### config.mk
export PLATFORM = sky130hd
export DESIGN_NAME = trax_path_tracer_flat
export DESIGN_NICKNAME = d
export VERILOG_FILES = /design/src/rtl/trax_path_tracer_pkg.sv /design/src/rtl/trax_path_tracer_if.sv /design/src/rtl/trax_exit_lookup.sv /design/src/rtl/trax_path_tracer.sv /design/src/flat_wrapper.sv
export SDC_FILE = /design/constraint.sdc
export NUM_CORES = 1
export LEC_CHECK = 0
export BUFFER_PORTS_ARGS = -buffer_cell sky130_fd_sc_hd__buf_4
export CAP_MARGIN = 10
export CORE_ASPECT_RATIO = 0.5
export CORE_UTILIZATION = 42
export DETAILED_ROUTE_END_ITERATION = 10
export GPL_TIMING_DRIVEN = 0
export PLACE_DENSITY = 0.7
export SLEW_MARGIN = 20
export SYNTH_ARGS = -nofsm -noshare
export SYNTH_HDL_FRONTEND = slang
export SYNTH_SLANG_ARGS = --single-unit
### constraint.sdc
create_clock -name clk -period 4.2 [get_ports clk]
set_input_delay 1.05 -clock clk [delete_from_list [all_inputs] [get_ports clk]]
set_output_delay 1.05 -clock clk [all_outputs]
set_load 0.02 [all_outputs]
### src/rtl/trax_path_tracer_pkg.sv
// Shared Trax definitions: sides, tile codes, walk results and the colour/tile edge-pair table.
package trax_path_tracer_pkg;

  localparam logic [1:0] DirUp    = 2'd0;
  localparam logic [1:0] DirRight = 2'd1;
  localparam logic [1:0] DirDown  = 2'd2;
  localparam logic [1:0] DirLeft  = 2'd3;

  localparam logic [3:0] TileEmpty = 4'd0;
  localparam logic [3:0] TileLast  = 4'd6;

  typedef enum logic [2:0] {
    ResOpen    = 3'd0,
    ResLoop    = 3'd1,
    ResEdge    = 3'd2,
    ResLimit   = 3'd3,
    ResBadTile = 3'd4
  } result_e;

  typedef enum logic [1:0] {
    StIdle,
    StFetch,
    StStep,
    StDone
  } state_e;

  typedef struct packed {
    logic [1:0] a;
    logic [1:0] b;
  } edge_pair_t;

  function automatic logic [1:0] opposite(input logic [1:0] d);
    return d ^ 2'd2;
  endfunction

  // Sides joined by the tracked colour on tiles 1..6; other codes yield a dummy pair.
  function automatic edge_pair_t edge_pair(input logic white, input logic [3:0] tile);
    edge_pair_t p;
    p = '{a: DirUp, b: DirUp};
    case ({white, tile})
      {1'b1, 4'd1}: p = '{a: DirUp,    b: DirLeft};
      {1'b1, 4'd2}: p = '{a: DirRight, b: DirDown};
      {1'b1, 4'd3}: p = '{a: DirRight, b: DirLeft};
      {1'b1, 4'd4}: p = '{a: DirUp,    b: DirDown};
      {1'b1, 4'd5}: p = '{a: DirUp,    b: DirRight};
      {1'b1, 4'd6}: p = '{a: DirDown,  b: DirLeft};
      {1'b0, 4'd1}: p = '{a: DirRight, b: DirDown};
      {1'b0, 4'd2}: p = '{a: DirUp,    b: DirLeft};
      {1'b0, 4'd3}: p = '{a: DirUp,    b: DirDown};
      {1'b0, 4'd4}: p = '{a: DirRight, b: DirLeft};
      {1'b0, 4'd5}: p = '{a: DirDown,  b: DirLeft};
      {1'b0, 4'd6}: p = '{a: DirUp,    b: DirRight};
      default: ;
    endcase
    return p;
  endfunction

endpackage

### src/rtl/trax_path_tracer_if.sv
// Command/result and board-read signals of the path tracer.
interface trax_path_tracer_if #(
  parameter int unsigned CW = 3,
  parameter int unsigned SW = 7
);
  logic          start;
  logic [CW-1:0] start_row;
  logic [CW-1:0] start_col;
  logic [1:0]    start_parent;
  logic          track_white;
  logic          busy;
  logic          done;
  logic [2:0]    result;
  logic [SW-1:0] steps;
  logic          span_rows;
  logic          span_cols;
  logic          rd_req;
  logic [CW-1:0] rd_row;
  logic [CW-1:0] rd_col;
  logic          rd_ack;
  logic [3:0]    rd_tile;

  modport master (
    input  start, start_row, start_col, start_parent, track_white, rd_ack, rd_tile,
    output busy, done, result, steps, span_rows, span_cols, rd_req, rd_row, rd_col
  );

  modport slave (
    output start, start_row, start_col, start_parent, track_white, rd_ack, rd_tile,
    input  busy, done, result, steps, span_rows, span_cols, rd_req, rd_row, rd_col
  );
endinterface

### src/rtl/trax_exit_lookup.sv
// Resolves the exit side of a tile for one colour given the entry side; valid=0 if not connected.
module trax_exit_lookup
  import trax_path_tracer_pkg::*;
(
  input  logic [3:0] tile,
  input  logic [1:0] parent,
  input  logic       white,
  output logic [1:0] exit_side,
  output logic       valid
);

  edge_pair_t pair;

  always_comb begin
    pair      = edge_pair(white, tile);
    exit_side = DirUp;
    valid     = 1'b0;
    if (tile != TileEmpty && tile <= TileLast) begin
      if (parent == pair.a) begin
        exit_side = pair.b;
        valid     = 1'b1;
      end else if (parent == pair.b) begin
        exit_side = pair.a;
        valid     = 1'b1;
      end
    end
  end

endmodule

### src/rtl/trax_path_tracer.sv
// Walks one coloured line across the board, one tile read per step, and reports why it ended.
module trax_path_tracer
  import trax_path_tracer_pkg::*;
#(
  parameter int unsigned N         = 8,
  parameter int unsigned CW        = 3,
  parameter int unsigned MAX_STEPS = 64,
  parameter int unsigned SW        = 7
) (
  input  logic               clk,
  input  logic               rst,
  trax_path_tracer_if.master bus
);

  localparam logic [CW-1:0] LastIdx   = CW'(N - 1);
  localparam logic [SW-1:0] StepLimit = SW'(MAX_STEPS);

  state_e        state_q;
  logic [CW-1:0] cur_row_q, cur_col_q, start_row_q, start_col_q;
  logic [1:0]    parent_q, start_parent_q;
  logic          white_q;
  logic [3:0]    tile_q;
  logic [SW-1:0] steps_q;
  result_e       result_q;
  logic          hit_top_q, hit_bot_q, hit_left_q, hit_right_q;
  logic          busy_q, done_q, rd_req_q;

  logic [1:0]    exit_side;
  logic          exit_valid;
  logic [SW-1:0] steps_inc;
  logic [CW-1:0] next_row, next_col;
  logic          leaves_board, closes_loop, step_finish;
  result_e       step_result;

  trax_exit_lookup u_exit_lookup (
    .tile      (tile_q),
    .parent    (parent_q),
    .white     (white_q),
    .exit_side (exit_side),
    .valid     (exit_valid)
  );

  always_comb begin
    steps_inc = steps_q + SW'(1);
    next_row  = cur_row_q;
    next_col  = cur_col_q;
    case (exit_side)
      DirUp:    next_row = cur_row_q - CW'(1);
      DirRight: next_col = cur_col_q + CW'(1);
      DirDown:  next_row = cur_row_q + CW'(1);
      DirLeft:  next_col = cur_col_q - CW'(1);
      default:  ;
    endcase
    // Checked before the neighbour is taken, so coordinates never wrap.
    leaves_board = (exit_side == DirUp    && cur_row_q == '0)     ||
                   (exit_side == DirRight && cur_col_q == LastIdx) ||
                   (exit_side == DirDown  && cur_row_q == LastIdx) ||
                   (exit_side == DirLeft  && cur_col_q == '0);
    closes_loop  = (next_row == start_row_q) && (next_col == start_col_q) &&
                   (opposite(exit_side) == start_parent_q);
    step_finish  = 1'b1;
    step_result  = ResOpen;
    if (tile_q == TileEmpty)        step_result = ResOpen;
    else if (!exit_valid)           step_result = ResBadTile;
    else if (leaves_board)          step_result = ResEdge;
    else if (closes_loop)           step_result = ResLoop;
    else if (steps_inc == StepLimit) step_result = ResLimit;
    else                            step_finish = 1'b0;
  end

  always_ff @(posedge clk or posedge rst) begin
    if (rst) begin
      state_q        <= StIdle;
      cur_row_q      <= '0;
      cur_col_q      <= '0;
      start_row_q    <= '0;
      start_col_q    <= '0;
      parent_q       <= '0;
      start_parent_q <= '0;
      white_q        <= 1'b0;
      tile_q         <= '0;
      steps_q        <= '0;
      result_q       <= ResOpen;
      hit_top_q      <= 1'b0;
      hit_bot_q      <= 1'b0;
      hit_left_q     <= 1'b0;
      hit_right_q    <= 1'b0;
      busy_q         <= 1'b0;
      done_q         <= 1'b0;
      rd_req_q       <= 1'b0;
    end else begin
      done_q <= 1'b0;
      unique case (state_q)
        StIdle: begin
          if (bus.start) begin
            start_row_q    <= bus.start_row;
            start_col_q    <= bus.start_col;
            start_parent_q <= bus.start_parent;
            cur_row_q      <= bus.start_row;
            cur_col_q      <= bus.start_col;
            parent_q       <= bus.start_parent;
            white_q        <= bus.track_white;
            steps_q        <= '0;
            hit_top_q      <= 1'b0;
            hit_bot_q      <= 1'b0;
            hit_left_q     <= 1'b0;
            hit_right_q    <= 1'b0;
            busy_q         <= 1'b1;
            rd_req_q       <= 1'b1;
            state_q        <= StFetch;
          end
        end
        StFetch: begin
          if (bus.rd_ack) begin
            tile_q   <= bus.rd_tile;
            rd_req_q <= 1'b0;
            state_q  <= StStep;
          end
        end
        StStep: begin
          if (exit_valid) begin
            steps_q     <= steps_inc;
            hit_top_q   <= hit_top_q   | (cur_row_q == '0);
            hit_bot_q   <= hit_bot_q   | (cur_row_q == LastIdx);
            hit_left_q  <= hit_left_q  | (cur_col_q == '0);
            hit_right_q <= hit_right_q | (cur_col_q == LastIdx);
          end
          if (step_finish) begin
            result_q <= step_result;
            busy_q   <= 1'b0;
            done_q   <= 1'b1;
            state_q  <= StDone;
          end else begin
            cur_row_q <= next_row;
            cur_col_q <= next_col;
            parent_q  <= opposite(exit_side);
            rd_req_q  <= 1'b1;
            state_q   <= StFetch;
          end
        end
        StDone:  state_q <= StIdle;
        default: state_q <= StIdle;
      endcase
    end
  end

  assign bus.busy      = busy_q;
  assign bus.done      = done_q;
  assign bus.result    = result_q;
  assign bus.steps     = steps_q;
  assign bus.span_rows = hit_top_q & hit_bot_q;
  assign bus.span_cols = hit_left_q & hit_right_q;
  assign bus.rd_req    = rd_req_q;
  assign bus.rd_row    = cur_row_q;
  assign bus.rd_col    = cur_col_q;

endmodule

### src/flat_wrapper.sv
// flat-port wrapper written by rule: the top's interface ports become plain ports
module trax_path_tracer_flat import trax_path_tracer_pkg::*;
#(
  parameter int unsigned N         = 8,
  parameter int unsigned CW        = 3,
  parameter int unsigned MAX_STEPS = 64,
  parameter int unsigned SW        = 7
)
  (clk, rst, bus_start, bus_start_row, bus_start_col, bus_start_parent, bus_track_white, bus_rd_ack, bus_rd_tile, bus_busy, bus_done, bus_result, bus_steps, bus_span_rows, bus_span_cols, bus_rd_req, bus_rd_row, bus_rd_col);
  trax_path_tracer_if #(.CW(CW), .SW(SW)) bus_i ();
  input  logic clk;
  input  logic rst;
  input wire logic [$bits(bus_i.start)-1:0] bus_start;
  input wire logic [$bits(bus_i.start_row)-1:0] bus_start_row;
  input wire logic [$bits(bus_i.start_col)-1:0] bus_start_col;
  input wire logic [$bits(bus_i.start_parent)-1:0] bus_start_parent;
  input wire logic [$bits(bus_i.track_white)-1:0] bus_track_white;
  input wire logic [$bits(bus_i.rd_ack)-1:0] bus_rd_ack;
  input wire logic [$bits(bus_i.rd_tile)-1:0] bus_rd_tile;
  output wire logic [$bits(bus_i.busy)-1:0] bus_busy;
  output wire logic [$bits(bus_i.done)-1:0] bus_done;
  output wire logic [$bits(bus_i.result)-1:0] bus_result;
  output wire logic [$bits(bus_i.steps)-1:0] bus_steps;
  output wire logic [$bits(bus_i.span_rows)-1:0] bus_span_rows;
  output wire logic [$bits(bus_i.span_cols)-1:0] bus_span_cols;
  output wire logic [$bits(bus_i.rd_req)-1:0] bus_rd_req;
  output wire logic [$bits(bus_i.rd_row)-1:0] bus_rd_row;
  output wire logic [$bits(bus_i.rd_col)-1:0] bus_rd_col;
  assign bus_i.start = bus_start;
  assign bus_i.start_row = bus_start_row;
  assign bus_i.start_col = bus_start_col;
  assign bus_i.start_parent = bus_start_parent;
  assign bus_i.track_white = bus_track_white;
  assign bus_i.rd_ack = bus_rd_ack;
  assign bus_i.rd_tile = bus_rd_tile;
  assign bus_busy = bus_i.busy;
  assign bus_done = bus_i.done;
  assign bus_result = bus_i.result;
  assign bus_steps = bus_i.steps;
  assign bus_span_rows = bus_i.span_rows;
  assign bus_span_cols = bus_i.span_cols;
  assign bus_rd_req = bus_i.rd_req;
  assign bus_rd_row = bus_i.rd_row;
  assign bus_rd_col = bus_i.rd_col;
  trax_path_tracer #(.N(N), .CW(CW), .MAX_STEPS(MAX_STEPS), .SW(SW)) u_core (.clk(clk), .rst(rst), .bus(bus_i));
endmodule
==> summary.md, run 1 <==
| Metric | Value |
|---|---|
| Outcome | complete, no violations |
| Root Buffer Master | clkbuf_16 |
| Bufs on Longest Clock Path | 2 |
| Reg2reg end | u_core.bus.rd_col[2] |
| Ys async rst share | 100% |
| Hold_buf cts | 0 |
| Initial antenna violation count | 0 |
| Tot GR Track Use | 23.5% |
| Top cells by area, synth | dfrtp_1 35%, nand2_1 5.9%, nor2_1 4.1%, a21oi_1 3.5%, o21ai_0 3.5% |
| Final GP Congestion | between 0.8 and 0.9 |
| Worst Path Arrival | 4310 ps |
| Die area | 7140 µm² |
| Clock share of power | 13.8% |
| Instance count on the critical path | 18 |
| Slew HR | 49.9% |
| Avg Inst Size Synth | 8.34 µm² |
| Top cells by count, synth | 45 x nand2_1, 40 x dfrtp_1, 31 x nor2_1, 20 x a21oi_1, 20 x o21ai_0 |
| Clk Latency, worst-skew pair | between 200 and 300 ps |
| Cell with the most instances after synthesis | nand2_1 |
| H-tree levels | 2 |
| First-pass GRT wire length | about 13000 µm |
| Cell taking the most area after synthesis | dfrtp_1 |
| Core area | between 6000 and 7000 µm² |
| Critical Path Most Common Cell | buf_4 |
| RR Startpoint | u_core.tile_q[1] |
| Commonest register cell after synthesis | dfrtp_1 |
| Switching power | approximately 1500 µW |
| Die H | 60.3 µm |
| Syn-to-layout area delta | 29.0% |
| Fmax | 243 MHz |
| Post-synthesis sequential area ratio | 35.1% |
| I/O pin total | 38 |
| HP Class | register to register |
| Worst setup SP type | register |
| Initial core utilization | 45.2% |
| MaxCap Viol Count | 0 |
| Final WS setup | 88.7 ps |
| Final setup violation count | 0 |
| RSZ-0062 raised after global routing | yes |
| R2R depth | 18 |
| # clock sinks | 40 |
| Number of flops mapped to enable cells by yosys | 0 |
| Gr ovfl total | 0 |
| CTS tree | yes |
| Largest net degree at the start of global routing | 28 |
| Yosys top cell area share | 35.1% |
| WL/cell | 16.3 µm |
| Initial DRC Count | approximately 220 |
| Antenna diode count | 0 |
| Mapped Area | 2850 µm² |
| Switching Fraction | a little under half |
| Critical-path cell list | or4b_4, and4_1, a2111o_1, o21ai_2, nand2_2, nor2_2, fa_2, buf_4, nand2_1, a21oi_1, a221o_1, nor4_4, mux2_4, o21ai_4, o211ai_4, buf_4, o31a_1, a221oi_2 |
| Die X | 119 µm |
| GRT busiest layer | met2 |
| Comb pwr share | 64.8% |
| Port buffer count | 37 |
| Fin crit share | between 90 and 100% |
| Post-place setup slack | -796 ps |
| Slew Limit Fails | 0 |
| CTS Buf Count | 5 |
| Worst hold stages | 1 |
| # nets final | 423 |
| CP endpoint | u_core.bus.rd_col[2] |
| PwrDens | around 900 nW/µm² |
| Cell-internal power | between 1500 and 2000 µW |
| Layout cells sized above 1 | 27.5% |
| Worst slew pin tran | about 750 ps |
| WL final | 8000 µm |
| Detailed Place HPWL | approximately 5600 µm |
| Final ANT Viol Nets | 0 |
| Synth Warn # | 0 |
| Critical Path RT | 4400 ps |
| Setup TNS after final layout | 0 ps |
| Clock-pin slew on the worst setup and hold paths | 60 ps |
| Final Hold Viols | 0 |
| Met1 GRT Util | a little under a third |
| Buffers & Inverters on Critical Path | 2 |
| Syn Inst Count | 342 |
| CP max stage cell | or4b_4 |
| Vias | 2854 |
| CP top delay family | compound AO/OA/AOI/OAI gates |
| Min cycle time layout | roughly 4100 ps |
| R2r setup slk | between 80 and 90 ps |
| CP endpoint kind | register |
| Register bit total from synthesis | 40 |
| DR vias/cell | 5.80 |
| Critical path class | register to register |
| Leak pwr | 0.00166 µW |
| DR DRC count | 0 |
| Max IR drop VDD | 0.306 mV |
| Post-Syn Nets | 362 |
| Pre-Repair DR Iteration Count | 5 |
| Yosys cell types | 70 |
| Layout Skew | 6.03 ps |
| Met3 GRT Util | 3.53% |
| Max incr delay on CP | 560 ps |
| Cell Rows | 20 |
| CP Max Fanout | 6 |
| Setup crit start | u_core.tile_q[1] |
| Met2 usage | 39.2% |
| Vias in the first global route | between 2k and 3k |
| Seq pwr share | 21.4% |
-- layout make-up --
| type | instances | area (µm²) |
|---|---|---|
| fill | 549 | 2630 |
| multi-input combinational | 271 | 1830 |
| sequential | 40 | 1000 |
| timing repair buffer | 55 | 427 |
| clock buffer | 5 | 125 |
| tap | 88 | 110 |
| buffer | 17 | 86.3 |
| inverter | 13 | 48.8 |
| clock inverter | 3 | 46.3 |
-- registers in the layout, indices dropped and copies added (netlist names), 2 cells and up --
register               cells
u_core.start_row_q         3
u_core.tile_q              4
u_core.bus.result          3
u_core.state_q             2
u_core.parent_q            2
u_core.bus.steps           7
u_core.start_col_q         3
u_core.start_parent_q      2
u_core.bus.rd_col          3
u_core.bus.rd_row          3
-- worst reg2reg max path: stages, from the launching register on --
cell and delay [ps]:
dfrtp_2 440, or4b_4 560, and4_1 230, a2111o_1 370, o21ai_2 190, nand2_2 80
nor2_2 100, fa_2 280, buf_4 170, nand2_1 70, a21oi_1 140, a221o_1 210
nor4_4 60, mux2_4 290, o21ai_4 110, o211ai_4 120, buf_4 180, o31a_1 250
a221oi_2 180
-- cell families after synthesis --
logic type                 synth area share [%]
and+or+nand+nor                            26.0
adders and majority gates                  1.84
muxes                                      3.07
xor gates and xnor gates                   3.60
DFF                                        35.1
buffers and inverters                      4.56
AOI/OAI and AO/OA                          25.8
-- stage by stage --
step	power (µW)	utilization [%]	instance area (µm²)	instances	hold WS (ps)
3_3_place_gp	2390	51.4	3240	467	463
6_report	3270	58.3	3680	492	486
3_5_place_dp	2440	51.7	3260	468	472
5_1_grt	3500	58.3	3680	492	505
2_1_floorplan	1980	-	2850	342	454
4_1_cts	3050	56.1	3540	483	486
-- power by group through the flow --
stage | sequential (µW) | clock [µW] | combinational (µW)
2_1_floorplan | 728 | 0 | 1250
3_3_place_gp | 688 | 0 | 1700
3_5_place_dp | 699 | 0 | 1740
4_1_cts | 694 | 455 | 1900
5_1_grt | 724 | 475 | 2300
6_report | 700 | 450 | 2120
-- placed cells by master, fill, tap and decap left out, types with 3 or more instances in the layout --
master | Yosys | layout
and3_1 | 3 | 3
a31oi_1 | 4 | 4
or2_2 | 6 | 6
o21ai_0 | 20 | 18
o31ai_1 | 4 | 4
a221o_1 | 3 | 3
nand4_1 | 4 | 4
o21ai_1 | 4 | 3
o211ai_1 | 4 | 4
o31a_1 | 3 | 3
buf_2 | 2 | 3
mux2_2 | 5 | 4
xnor2_1 | 4 | 4
nor2_1 | 31 | 30
clkbuf_16 | 0 | 5
nand3_1 | 12 | 12
and2_1 | 7 | 7
xor2_1 | 5 | 5
nor2b_1 | 5 | 4
buf_4 | 1 | 53
clkbuf_1 | 12 | 7
dfrtp_1 | 40 | 38
nand2b_1 | 8 | 8
a21o_1 | 3 | 3
o2bb2ai_1 | 3 | 3
a211o_1 | 3 | 3
nand2_1 | 45 | 43
inv_1 | 13 | 12
clkbuf_2 | 0 | 4
nor3_1 | 12 | 9
a21oi_1 | 20 | 20
-- repair_timing --
| action | CTS | global route |
|---|---|---|
| cloned | 1 | 0 |
| buffers inserted | 7 | 9 |
| setup endpoints to repair | 15 | 15 |
| pin swaps | 9 | 15 |
| gates resized for setup | 19 | 17 |
-- worst min path at each step --
stage | start | to | slack [ps]
after global placement | u_core.bus.busy | u_core.bus.busy | 460
after CTS | u_core.bus.busy | u_core.bus.busy | 490
after floorplan | u_core.hit_bot_q | u_core.hit_bot_q | 450
after global routing | u_core.hit_bot_q | u_core.hit_bot_q | 500
after detailed placement | u_core.bus.busy | u_core.bus.busy | 470
final | u_core.bus.busy | u_core.bus.busy | 490
-- layer usage --
metal  routed length (µm)  share of wire (%)  vias to the layer above
li1                     -                  -                     1370
met5                    0                  0                        -
met1                 3780                 47                     1362
met4                  102                1.3                        0
met2                 3670                 46                      111
met3                  449                5.6                       11
No activity file was read; power rests on OpenSTA's default activity.
==> run 2: changes to the inputs <==
--- a/config.mk
+++ b/config.mk
@@ -12,6 +12,7 @@
 export DETAILED_ROUTE_END_ITERATION = 10
 export GPL_TIMING_DRIVEN = 0
 export PLACE_DENSITY = 0.7
+export SETUP_SLACK_MARGIN = 0.1
 export SLEW_MARGIN = 20
 export SYNTH_ARGS = -nofsm -noshare
 export SYNTH_HDL_FRONTEND = slang
==> summary.md, run 2 (synthesis results as in run 1) <==
| Metric | Value |
|---|---|
| Worst slew pin tran | 740 ps (-7.60 ps) |
| Pre-Repair DR Iteration Count | 5 (unchanged) |
| Vias | 2997 (+5.0%) |
| DR DRC count | 0 (unchanged) |
| Die H | 60.3 µm (unchanged) |
| RR Startpoint | u_core.white_q |
| Placed Cells incl. Taps | 468 (unchanged) |
| Number of flip-flops in the largest register | 7 (unchanged) |
| RSZ-0062 raised after global routing | yes |
| Outcome | finished, violations left |
| CTS tree | yes |
| Min cycle time layout | 4310 ps (+195 ps) |
| Die X | 119 µm (unchanged) |
| Layout cells sized above 1 | 31.3% (+3.8 points) |
| Critical Path RT | 4370 ps (-30 ps) |
| Final Hold Viols | 0 (unchanged) |
| Critical path class | register to register |
| Initial core utilization | 45.2% (unchanged) |
| Power consumption | 3490 µW (+7.0%) |
| # clock sinks | 40 (unchanged) |
| Post-place setup slack | -796 ps (unchanged) |
| Most common cell after layout, fill and taps aside | buf_4 |
| HP Class | register to register |
| Slew HR | 50.5% (+0.51 points) |
| Worst setup SP type | register |
| # nets final | 435 (+2.8%) |
| Slew Limit Fails | 0 (unchanged) |
| Fmax | 232 MHz (-4.5%) |
| Layout Skew | 6.62 ps (+0.590 ps) |
| DR vias/cell | 5.95 (+2.5%) |
| WL/cell | 17.2 µm (+6.0%) |
| Die area | 7140 µm² (unchanged) |
| Detailed Place HPWL | 5620 µm (unchanged) |
| Tot GR Track Use | 24.7% (+1.2 points) |
| R2R depth | 18 (unchanged) |
| Worst hold stages | 1 (unchanged) |
| Antenna diode count | 0 (unchanged) |
| Syn-to-layout area delta | 34.6% |
| MaxCap Viol Count | 0 (unchanged) |
| Final setup violation count | 13 (+13) |
| R2r setup slk | -110 ps (-200 ps) |
| WL final | 8690 µm (+8.6%) |
| Leak pwr | 0.00171 µW (+3.3%) |
| Gr ovfl total | 0 (unchanged) |
| Largest net degree at the start of global routing | 28 (unchanged) |
| Failing checks | negative setup slack |
| PwrDens | 911 nW/µm² (+2.5%) |
| Root Buffer Master | clkbuf_16 |
| Final ANT Viol Nets | 0 (unchanged) |
| CTS Buf Count | 5 (unchanged) |
| Clock-pin slew on the worst setup and hold paths | 60 ps (about the same) |
| CP Max Fanout | 8 (+2) |
| Initial antenna violation count | 0 (unchanged) |
| HP Start | u_core.bus.busy |
| Post-route insts no fill | 504 (+2.4%) |
| I/O pin total | 38 (unchanged) |
| H-tree levels | 2 (unchanged) |
| Port buffer count | 37 (unchanged) |
| Fin crit share | 103% (+4.6 points) |
| Initial DRC Count | 221 (+1.8%) |
| Hold_buf cts | 0 (unchanged) |
| Max IR drop VDD | 0.295 mV (-3.6%) |
| Clk Latency, worst-skew pair | 290 ps (about the same) |
| Core area | 6310 µm² (unchanged) |
| Final WS setup | -107 ps (-195 ps) |
| WHS Endpoint | u_core.bus.busy |
| CP endpoint kind | register |
| Cell Rows | 20 (unchanged) |
| Vias in the first global route | 2757 (+4.6%) |
| Reg2reg end | u_core.parent_q[1] |
| First-pass GRT wire length | 13700 µm (+4.5%) |
| Bufs on Longest Clock Path | 2 (unchanged) |
| Most frequent cells in the layout | 64 x buf_4, 43 x nand2_1, 38 x dfrtp_1, 29 x nor2_1, 19 x a21oi_1 |
| Worst Path Arrival | 4470 ps (+160 ps) |
| Final GP Congestion | 0.870 (unchanged) |
[run 2: cell count changes in the layout (fill, tap and decap cells not counted), sizes merged]
cell,previous run,this run
buf,60,73
clkbuf,17,16
[run 2: cell type report]
type / instances / area (µm²)
fillers: 519 / 2470
multi-input cells: 271 / 1890
flip-flops and latches: 40 / 1000
repair buffers: 66 / 519
clock buffers: 5 / 125
well taps: 88 / 110
plain buffers: 18 / 97.6
inverters: 13 / 48.8
clock inverters: 3 / 46.3
[run 2: worst max-delay path by stage]
stage	from	end	slack (ps)
floorplan	u_core.white_q	u_core.bus.rd_col[2]	100
global placement	u_core.white_q	u_core.bus.rd_col[2]	-720
detailed placement	u_core.white_q	u_core.bus.rd_col[2]	-800
CTS	u_core.white_q	u_core.bus.rd_row[2]	50
global route	u_core.white_q	u_core.bus.rd_row[2]	-170
finish	u_core.white_q	u_core.parent_q[1]	-110
[run 2: per-layer routing]
layer / wire length (µm) / global-route usage, % / share of wire, %
met1: 3880 / 32.5 / 45
met2: 4130 / 42.4 / 48
met3: 555 / 3.44 / 6.4
met4: 121 / 9.40 / 1.4
met5: 0 / 0 / 0
[run 2: power by group]
| part | leakage [µW] | switching (µW) | internal [µW] |
|---|---|---|---|
| clock network | 0.0000804 | 167 | 282 |
| logic | 0.00113 | 1330 | 1020 |
| registers | 0.000501 | 166 | 534 |
| total | 0.00171 | 1660 | 1830 |
[run 2: repair_timing]
item / in CTS / in global routing
setup endpoints to repair: 15 / 15
cloned: 1 / 0
pin swaps: 17 / 10
resized for setup: 25 / 30
setup buffers: 22 / 6
[run 2: worst max-delay path, stage by stage (launching register included)]
cell and delay (ps):
dfrtp_2 450, or4b_4 530, and4_1 230, a2111o_1 340
o21ai_2 230, nand2_2 140, nor2_4 120, fa_2 210
buf_6 130, nor4b_2 50, a311o_1 380, nor4_4 340
mux2_4 230, o21ai_4 80, o211ai_4 260, buf_4 160
buf_6 110, nand2b_4 120, nand3_1 70
[run 2: per-stage QoR]
stage	util [%]	cell area, µm²	setup TNS [ps]	hold slack [ps]
6_report	60.9	3840	-673	490
5_1_grt	60.9	3840	-1670	505
4_1_cts	58.5	3690	0	489
3_5_place_dp	51.7	3260	-9380	472
3_3_place_gp	51.4	3240	-8460	463
2_1_floorplan	-	2850	0	454
==> run 3: changes to the inputs <==
--- a/config.mk
+++ b/config.mk
@@ -5,6 +5,7 @@
 export SDC_FILE = /design/constraint.sdc
 export NUM_CORES = 1
 export LEC_CHECK = 0
+export ABC_AREA = 1
 export BUFFER_PORTS_ARGS = -buffer_cell sky130_fd_sc_hd__buf_4
 export CAP_MARGIN = 10
 export CORE_ASPECT_RATIO = 0.5
==> summary.md, run 3 <==
| Metric | Value |
|---|---|
| Hold_buf cts | 0 (unchanged) |
| Adder-Cell Fraction of Synth Area | 2.03% (+0.19 points) |
| Detailed Place HPWL | 5070 µm (-9.9%) |
| Worst slew pin tran | 1000 ps (+262 ps) |
| Most frequent cells in the layout | 125 x nand2_1, 46 x nand3_1, 40 x inv_1, 40 x dfrtp_1, 37 x buf_4 |
| Register bit total from synthesis | 40 (unchanged) |
| Leak pwr | 0.00169 µW (-1.4%) |
| Antenna diode count | 0 (unchanged) |
| Cell with the most instances after synthesis | nand2_1 |
| Synth Warn # | 0 (unchanged) |
| Gr ovfl total | 0 (unchanged) |
| Syn Inst Count | 367 (+7.3%) |
| Die X | 113 µm (-4.7%) |
| Post-synthesis sequential area ratio | 38.7% (+3.6 points) |
| Core area | 5710 µm² (-9.5%) |
| WL/cell | 13.6 µm (-21%) |
| CP endpoint kind | register |
| PostCTS Resize Cnt | 0 (-100%) |
| Synth Area in Compound Gates | 6.53% (-19 points) |
| CP Max Fanout | 10 (+2) |
| # nets final | 432 (-0.69%) |
| Layout cells sized above 1 | 20.1% (-11 points) |
| Fill cells | 528 (+1.7%) |
| RR Startpoint | u_core.tile_q[1] |
| I/O pin total | 38 (unchanged) |
| Fin crit share | 81.6% (-21 points) |
| DR vias/cell | 5.13 (-14%) |
| Placed Cells incl. Taps | 478 (+2.1%) |
| Die area | 6490 µm² (-9.1%) |
| Cell taking the most area after synthesis | dfrtp_1 |
| Critical path class | register to register |
| Worst Path Arrival | 3600 ps (-870 ps) |
| Post-route insts no fill | 486 (-3.6%) |
| Outcome | complete, no violations |
| Top Metal Used | met4 |
| XOR/XNOR share of the synthesized area | 1.69% (-1.9 points) |
| Syn-to-layout area delta | 22.4% |
| Initial DRC Count | 128 (-42%) |
| HP Start | u_core.bus.busy |
| Ys async rst share | 100% (unchanged) |
| First-pass GRT wire length | 10900 µm (-20%) |
| Clk Latency, worst-skew pair | 280 ps (about the same) |
| CTS Buf Count | 5 (unchanged) |
| Slew HR | 32.9% (-18 points) |
| Fmax | 292 MHz (+26%) |
| Critical Path RT | 4380 ps (about the same) |
| Max incr delay on CP | 430 ps (-100 ps) |
| PwrDens | 881 nW/µm² (-3.2%) |
| Initial core utilization | 45.3% (+0.11 points) |
| Top cells by count, synth | 125 x nand2_1, 46 x nand3_1, 41 x inv_1, 40 x dfrtp_1, 20 x nor2_1 |
| Most common cell after layout, fill and taps aside | nand2_1 |
| Clock-pin slew on the worst setup and hold paths | 60 ps (about the same) |
| Min cycle time layout | 3430 ps (-881 ps) |
| Setup Fix Bufs, Post-CTS | 0 (-100%) |
| Post-Synth Simple-Gate Area | 42.3% (+16 points) |
| Largest net degree at the start of global routing | 22 (-21%) |
| Met3 Wirelength | 456 µm (-18%) |
| Bufs on Longest Clock Path | 2 (unchanged) |
| Metal2 WL | 2910 µm (-30%) |
| Max IR drop VDD | 0.301 mV (+2.3%) |
| Avg Inst Size Synth | 7.05 µm² (-15%) |
| Top cells by area, synth | dfrtp_1 39%, nand2_1 18%, nand3_1 8.9%, inv_1 6.0%, o21ai_0 3.7% |
| Tot GR Track Use | 21.8% (-2.9 points) |
| Final Hold Viols | 0 (unchanged) |
| Multiplexer share of the synthesized area | 0.435% (-2.6 points) |
| M1 wire length | 3200 µm (-17%) |
| HP Class | register to register |
| Worst setup SP type | register |
| Critical-path cell list | inv_1, nand2_1, nand3_1, nand2_1, o21ai_1, nand4_2, nand2_4, nand2_4, nor2_2, fa_1, nand3b_1, nand3b_1, nand3_1, nor2_1, nand3_2, nand3_2, nand2_4, buf_6, nand3_1, nand2_1 |
| MaxCap Viol Count | 0 (unchanged) |
| Vias | 2491 (-17%) |
| Layout Skew | 3.17 ps (-3.45 ps) |
| Post-Syn Nets | 387 (+6.9%) |
| Commonest register cell after synthesis | dfrtp_1 |
| Port buffer count | 37 (unchanged) |
| CTS tree | yes |
| Final GP Congestion | 0.876 (+0.72%) |
| Yosys top cell area share | 38.7% (+3.6 points) |
| Largest family of logic cells by synthesized area | simple AND/OR/NAND/NOR gates |
| Setup crit start | u_core.tile_q[1] |
| # clock sinks | 40 (unchanged) |
| Mapped Area | 2590 µm² (-9.3%) |
| Final setup violation count | 0 (-13) |
| Initial antenna violation count | 0 (unchanged) |
| Yosys cell types | 32 (-54%) |
| DR DRC count | 0 (unchanged) |
| Setup TNS after final layout | 0 ps (+673 ps) |
| Vias in the first global route | 2349 (-15%) |
| WL final | 6610 µm (-24%) |
| Die H | 57.5 µm (-4.6%) |
| Pre-Repair DR Iteration Count | 4 (-1) |
| Final ANT Viol Nets | 0 (unchanged) |
| RSZ-0062 raised after global routing | no |
| Number of flops mapped to enable cells by yosys | 0 (unchanged) |
| Root Buffer Master | clkbuf_16 |
| CP max stage cell | fa_1 |
| H-tree levels | 2 (unchanged) |
| Number of flip-flops in the largest register | 7 (unchanged) |
| Cell Rows | 19 (-5.0%) |
| Slew Limit Fails | 0 (unchanged) |
run 3: routing by layer:
metal | up-vias | track usage [%]
li1 | 1257 | -
met1 | 1154 | 30.2
met2 | 75 | 34.5
met3 | 5 | 5.84
met4 | 0 | 5.45
met5 | - | 0
run 3: worst paths after layout:
kind	slack, ps	cells past startpoint	endpoint
max in group asynchronous	2930	3	u_core.start_col_q[1]
hold / removal	480	2	u_core.bus.busy
hold reg to reg	480	2	u_core.bus.busy
setup / recovery	770	20	u_core.parent_q[0]
setup reg to reg	770	20	u_core.parent_q[0]
min in group asynchronous	800	2	u_core.bus.steps[5]
run 3: cells by family after synthesis:
kind of cell,after synthesis
AO/OA/AOI/OAI,32
flip-flops,40
adder cells (fa/ha/maj),3
buffers and inverters,55
multiplexers,1
AND/OR/NAND/NOR,231
XOR/XNOR,5
run 3: power by group:
part           internal (µW)  leakage [µW]  total [µW]  switching, µW
combinational            557       0.00109        1650           1090
sequential               536      0.000504         678            142
clock                    313     0.0000901         466            153
total                   1410       0.00169        2790           1380
run 3: per-stage QoR:
step | worst slack [ps] | utilization, % | cell area, µm² | power, µW | hold slack [ps]
after floorplan | 1310 | - | 2590 | 1880 | 462
after global placement | 963 | 51.8 | 2960 | 2240 | 469
after detailed placement | 829 | 52.3 | 2980 | 2310 | 463
after CTS | 815 | 55.5 | 3170 | 2790 | 479
after global routing | 512 | 55.5 | 3170 | 3030 | 509
final | 775 | 55.5 | 3170 | 2790 | 477
run 3: final cells by class:
cell class	instances	area (µm²)	share of cell area, %
clock buffer	7	153	4.82
sequential	40	1000	31.6
tap	73	91.3	2.89
inverter	48	180	5.69
timing repair buffer	38	305	9.64
multi-input combinational	272	1370	43.3
buffer	7	33.8	1.07
clock inverter	1	30.0	0.949
run 3: critical path: cells and delay by family, from the launching register on:
kind	cells	cell delay, ps
adders and majority gates	1	430
buffers and inverters	2	310
AOI/OAI and AO/OA	1	270
and+or+nand+nor	16	1900
DFF	1	400
